**src/rtl/sdram_xn_retimer.sv**
```systemverilog
// Purpose : retimes fast SDRAM-core handshakes into stable system-cycle levels and
//           queues read beats per channel; generates the core's once-per-system-cycle enable.
// Latency : 1 fast cycle minimum (core_ready on the update cycle), (queue pos+1)*RATIO maximum.
// Backpressure: none upstream; beats beyond DEPTH queued entries are dropped (overflow).
//
// Ports:
//   clk, resetn            fast clock, async active-low reset
//   align                  pulse after a system-clock edge; restarts the phase counter
//   core_ce                update-cycle enable to the core (combinational from phase)
//   core_busy/ack/ready/dout/bdone   raw fast-domain core outputs
//   busy/ack/ready/dout/burst_done   system-cycle-stable outputs
//   overflow               sticky per-channel drop flag
// Optional feature macro: SDRAM_XN_OVF_CHECK_EN (sticky overflow reporting; tied to 0 otherwise)
module sdram_xn_retimer #(
    parameter int NCH   = 3,
    parameter int RATIO = 2,
    parameter int DEPTH = 4,
    parameter int DW    = 32
) (
    input  logic              clk,
    input  logic              resetn,
    input  logic              align,
    output logic              core_ce,
    input  logic              core_busy,
    input  logic [NCH-1:0]    core_ack,
    input  logic [NCH-1:0]    core_ready,
    input  logic [NCH*DW-1:0] core_dout,
    input  logic [NCH-1:0]    core_bdone,
    output logic              busy,
    output logic [NCH-1:0]    ack,
    output logic [NCH-1:0]    ready,
    output logic [NCH*DW-1:0] dout,
    output logic [NCH-1:0]    burst_done,
    output logic [NCH-1:0]    overflow
);
    localparam int PW = $clog2(RATIO);
    localparam int AW = $clog2(DEPTH);
    localparam int CW = AW + 1;

    logic [PW-1:0]  r_ph;
    logic           w_upd;
    logic           r_busy;
    logic [NCH-1:0] r_ack;

    assign w_upd   = (r_ph == PW'(RATIO - 1));
    assign core_ce = w_upd;
    assign busy    = r_busy;
    assign ack     = r_ack;

    // align lands the next update cycle RATIO-1 cycles after the pulse
    always_ff @(posedge clk or negedge resetn) begin
        if (!resetn) begin
            r_ph <= '0;
        end else if (align) begin
            r_ph <= PW'(1);
        end else if (w_upd) begin
            r_ph <= '0;
        end else begin
            r_ph <= r_ph + PW'(1);
        end
    end

    // the core only accepts requests while core_ce is high, so sampling on upd is enough
    always_ff @(posedge clk or negedge resetn) begin
        if (!resetn) begin
            r_busy <= 1'b0;
            r_ack  <= '0;
        end else if (w_upd) begin
            r_busy <= core_busy;
            r_ack  <= core_ack;
        end
    end

    for (genvar ch = 0; ch < NCH; ch++) begin : g_ch
        logic [DW-1:0] r_mem [DEPTH];
        logic [AW-1:0] r_rd;
        logic [AW-1:0] r_wr;
        logic [CW-1:0] r_cnt;
        logic [2:0]    r_bpend;
        logic [DW-1:0] r_dout;
        logic          r_rdy;
        logic          r_bd;
        logic [DW-1:0] w_din;
        logic          w_pop;
        logic          w_byp;
        logic          w_push_req;
        logic          w_full;
        logic          w_push;
        logic [CW-1:0] w_cnt_nxt;
        logic [2:0]    w_bpend_inc;
        logic          w_bd_fire;
        logic          w_ovf;

        assign w_din      = core_dout[ch*DW +: DW];
        assign w_pop      = w_upd && (r_cnt != '0);
        // an empty queue on the update cycle lets the arriving beat skip storage
        assign w_byp      = w_upd && (r_cnt == '0) && core_ready[ch];
        assign w_push_req = core_ready[ch] && !w_byp;
        assign w_full     = (r_cnt == CW'(DEPTH));
        // a full queue still takes a word when a pop frees a slot on the same edge
        assign w_push     = w_push_req && (!w_full || w_pop);
        assign w_cnt_nxt  = r_cnt + CW'(w_push) - CW'(w_pop);

        assign w_bpend_inc = (core_bdone[ch] && (r_bpend != 3'd7)) ? r_bpend + 3'd1 : r_bpend;
        // burst_done waits until the last beat of the burst has left the queue
        assign w_bd_fire   = w_upd && (w_bpend_inc != 3'd0) && (w_cnt_nxt == '0);

        always_ff @(posedge clk) begin
            if (w_push) begin
                r_mem[r_wr] <= w_din;
            end
        end

        always_ff @(posedge clk or negedge resetn) begin
            if (!resetn) begin
                r_rd    <= '0;
                r_wr    <= '0;
                r_cnt   <= '0;
                r_bpend <= '0;
                r_dout  <= '0;
                r_rdy   <= 1'b0;
                r_bd    <= 1'b0;
            end else begin
                if (w_push) begin
                    r_wr <= r_wr + AW'(1);
                end
                if (w_pop) begin
                    r_rd <= r_rd + AW'(1);
                end
                r_cnt   <= w_cnt_nxt;
                r_bpend <= w_bd_fire ? (w_bpend_inc - 3'd1) : w_bpend_inc;
                if (w_upd) begin
                    r_rdy <= w_pop || w_byp;
                    r_bd  <= w_bd_fire;
                    if (w_pop) begin
                        r_dout <= r_mem[r_rd];
                    end else if (w_byp) begin
                        r_dout <= w_din;
                    end
                end
            end
        end

`ifdef SDRAM_XN_OVF_CHECK_EN
        logic w_drop;
        logic r_ovf;

        assign w_drop = w_push_req && w_full && !w_pop;

        // a drop needs no extra burst_done handling: pending completions fire as soon
        // as the queue drains, so the requester cannot hang waiting on the lost word
        always_ff @(posedge clk or negedge resetn) begin
            if (!resetn) begin
                r_ovf <= 1'b0;
            end else if (w_drop) begin
                r_ovf <= 1'b1;
            end
        end
        assign w_ovf = r_ovf;
`else
        assign w_ovf = 1'b0;
`endif

        assign ready[ch]           = r_rdy;
        assign burst_done[ch]      = r_bd;
        assign overflow[ch]        = w_ovf;
        assign dout[ch*DW +: DW]   = r_dout;
    end

endmodule

```
**config.mk**
```make
export PLATFORM = sky130hd
export DESIGN_NAME = sdram_xn_retimer
export DESIGN_NICKNAME = d
export VERILOG_FILES = /design/src/rtl/sdram_xn_retimer.sv
export SDC_FILE = /design/constraint.sdc
export NUM_CORES = 1
export LEC_CHECK = 0
export CORE_MARGIN = 8
export CORE_UTILIZATION = 40
export CTS_CLUSTER_SIZE = 10
export DETAILED_ROUTE_END_ITERATION = 8
export PLACE_DENSITY = 0.58
export RECOVER_POWER = 50
export SLEW_MARGIN = 20
export SYNTH_ARGS = -nofsm -noshare
export SYNTH_HDL_FRONTEND = slang
export SYNTH_SLANG_ARGS = --single-unit
```
**constraint.sdc**
```tcl
create_clock -name clk -period 7.06 [get_ports clk]
set_clock_uncertainty 0.15 [all_clocks]
set_input_delay 1.059 -clock clk [delete_from_list [all_inputs] [get_ports clk]]
set_output_delay 1.059 -clock clk [all_outputs]
set_load 0.05 [all_outputs]
```
==> impl_metrics.ini <==
[timing]
fin_crit_sh_pct = 67.3
maximum_operating_frequency_mhz = 210
tns_ps = 0
setup_violations = 0
setup_repair_after_global_routing_missed_its_margin = false
final_worst_path_period_need_ps = 4750
slew-limit-headroom_pct = -44.0
layout_setup_ws_ps = 2310
hold_violations = 0
maxSlewViolCount = 200
tightestPinTransition_ps = 2160

[critical_path]
startpoint_type = flop
timing.rr.end = g_ch[2].r_bpend[0]
arrival_ps = 5060
regToRegStartpoint = core_ce
timing.critical_path.to_type = flop
crit_path_max_fanout = 34
critical_path_class = reg -> reg
worst-r2r-cell-count = 11
r2r_setup_slack_ps = 2310
crit_required_ps = 7370

[layout]
utilization_pct = 48.8
drive_above_1_share_pct = 13.3
nNetsFinal = 1498
synthToLayoutAreaGrowth_pct = 20.6
multi_input_comb_area_um2 = 4990
layout.area.seq_um2 = 15000
fillers = 4345
stdcell_count = 2088

[routing]
routed_wl_mm = 46.0
drt_pre_antenna_iters = 5
average_wire_per_cell_in_the_routed_design_um = 22.0
vias_per_inst = 5.25
vias = 11000
drc_violations = 0
number_of_nets_with_antenna_violations_after_routing = 0
drt_first_iter_violations = 614

[logic_synthesis]
synthesis.yosys.warnings = 0
synth_enable_flop_cells = 384
ys_seq_elements = 521
post_synth_instance_area_um2 = 20700
synth_seq_area_share_pct = 72.3
synth.distinct_cells = 36
post_synth.cell_area_avg_um2 = 18.3
ys_async_sr_fraction_pct = 26.3
synthesis.instances = 1131
synth_top_flop_cell = edfxtp_1

[clock_tree]
cts_made_buffers = 59
post-cts-setup-buffers = 0
clk_path_buf_depth = 3
cts_tree = done
cts_max_level = 2
worst_skew_pair.late_latency_ps = 600
post_cts_hold_buffer_count = 0
clock-sinks = 521
path_clk_slew_ps = 50
post_cts_resized = 0
cts_root_buf = clkbuf_16

[global_route]
grt_start_max_net_pins = 72
grt_antenna_before_repair = 9
grt_overflow_total = 0
vias_in_the_first_global_route = 12000
groute.usage.overall_pct = 15.5
grt_first_pass_wirelength_mm = 71.9

[place]
port_buffers = 215
dp_cells = 1975
dp_worst_slack_ps = 3070
final_weighted_congestion_in_routability_driven_placement = 0.707
post-dp-hpwl_mm = 26.6

[min_path]
number_of_cells_traversed_by_the_worst_hold_path = 1
hold_start = g_ch[1].r_rdy
hold_wc_path_type = reg -> reg
timing.hold.worst_endpoint = g_ch[1].r_rdy

[pwr]
vdd.ir_drop.worst_uv = 247
p_total_mw = 11.5
cell_internal_pwr_mw = 7.42
combPwrFrac_pct = 35.5
switching_fraction_pct = 35.7
power.clock.fraction_pct = 23.8
pwr-share-seq_pct = 40.6
power.static_leakage_nw = 8.70
netSwitchingPower_mw = 4.12
power_density_over_the_cells_nw_per_um2 = 462

[job]
max-cap-violations = 6

[floorplanning]
floorplan.die_area_um2 = 59300
ioPinCount = 219
die_y_um = 243
core.rowCount = 83
initial_core_util_pct = 40.4
core_area_um2 = 51200
die_x_um = 243

[outcome]
violations = max-capacitance violations, max-slew violations
status = complete, but fails checks
==> stage by stage <==
stage	hold slack [ps]	cell area, um2
CTS	331	25000
finish	328	25000
global placement	313	23300
global route	357	25000
detailed placement	318	23300
floorplan	304	20700
==> placed cells by master, fill, tap and decap left out, drive strengths merged, types with 21 or more instances in the layout <==
cell type / n
nor3: 96
ha: 30
edfxtp: 384
nor2: 96
mux4: 96
dlygate4sd3: 97
o22ai: 96
clkdlybuf4s50: 117
inv: 31
buf: 21
dfrtp: 137
clkbuf: 111
==> Yosys cell counts (all sizes together) (4+ instances only) <==
| library cell | number | area share (%) |
|---|---|---|
| mux2 | 7 | 0.42 |
| and2 | 12 | 0.36 |
| dfrtp | 137 | 17 |
| xnor2 | 12 | 0.51 |
| mux4 | 96 | 11 |
| nand2 | 6 | 0.11 |
| o22ai | 96 | 2.9 |
| mux2i | 12 | 0.58 |
| nor3 | 96 | 2.6 |
| ha | 30 | 1.8 |
| nor2 | 96 | 1.7 |
| xor2 | 6 | 0.25 |
| buf | 75 | 3.0 |
| nand2b | 4 | 0.12 |
| inv | 28 | 0.51 |
| edfxtp | 384 | 56 |
==> cell type report <==
class	instances	area share, %
diodes	2	0.0200
clock buffers	106	6.78
clock inverters	5	0.140
inverters	28	0.421
multi-input cells	506	20.0
flip-flops and latches	521	59.9
well taps	680	3.41
repair buffers	240	9.30
==> registers in the layout (all words and copies together), names as in the netlist <==
register	flops
g_ch.r_mem	384
g_ch.r_dout	96
g_ch.r_bpend	9
g_ch.r_cnt	9
g_ch.r_rd	6
g_ch.r_wr	6
ack	3
g_ch.r_bd	3
g_ch.r_rdy	3
busy	1
core_ce	1
==> worst max-delay path by stage <==
stage	from	cells past startpoint	slack, ps	endpoint
after global routing	core_ce	11	1940	g_ch[2].r_bpend[0]
after CTS	core_ce	2	3550	core_ce
after global placement	core_ready[0]	10	3130	g_ch[0].r_bpend[0]
after detailed placement	core_ready[0]	10	3070	g_ch[0].r_bpend[0]
after floorplan	core_ready[1]	9	3930	g_ch[1].r_bpend[0]
final	core_ce	11	2310	g_ch[2].r_bpend[0]
==> logic make-up after synthesis <==
| logic type | count (synthesis) | synth area share [%] |
|---|---|---|
| other | 1 | 0.0181 |
| adder cells (fa/ha/maj) | 33 | 2.10 |
| multiplexers | 115 | 11.9 |
| AND/OR/NAND/NOR | 223 | 5.26 |
| AO/OA/AOI/OAI | 111 | 3.76 |
| XOR/XNOR | 21 | 1.11 |
| buffers and inverters | 106 | 3.54 |
| flip-flops | 521 | 72.3 |
==> power by group through the flow <==
stage	clock network, mW	registers, mW	logic, mW
CTS	2.84	4.72	4.19
floorplan	0	5.49	2.18
finish	2.75	4.69	4.10
global placement	0	4.74	4.13
detailed placement	0	4.77	4.18
global route	2.94	4.79	4.42
==> metal layers <==
metal	track usage (%)	vias to the layer above	routed length, um
li1	-	4915	-
met3	4.49	77	3010
met5	0	-	86
met1	19.4	5676	19400
met4	3.72	14	784
met2	26.3	270	22700
==> worst max-delay path, cell delays in order (launching register included) <==
cell and delay, ps:
dfrtp_2 380, clkbuf_1 720, o31ai_4 220, clkbuf_1 1300, inv_1 120, ha_1 350
inv_1 40, ha_1 190, fa_1 460, nor4b_1 290, nand2_1 180, xor2_1 180
(Power assumes the default switching activity.)
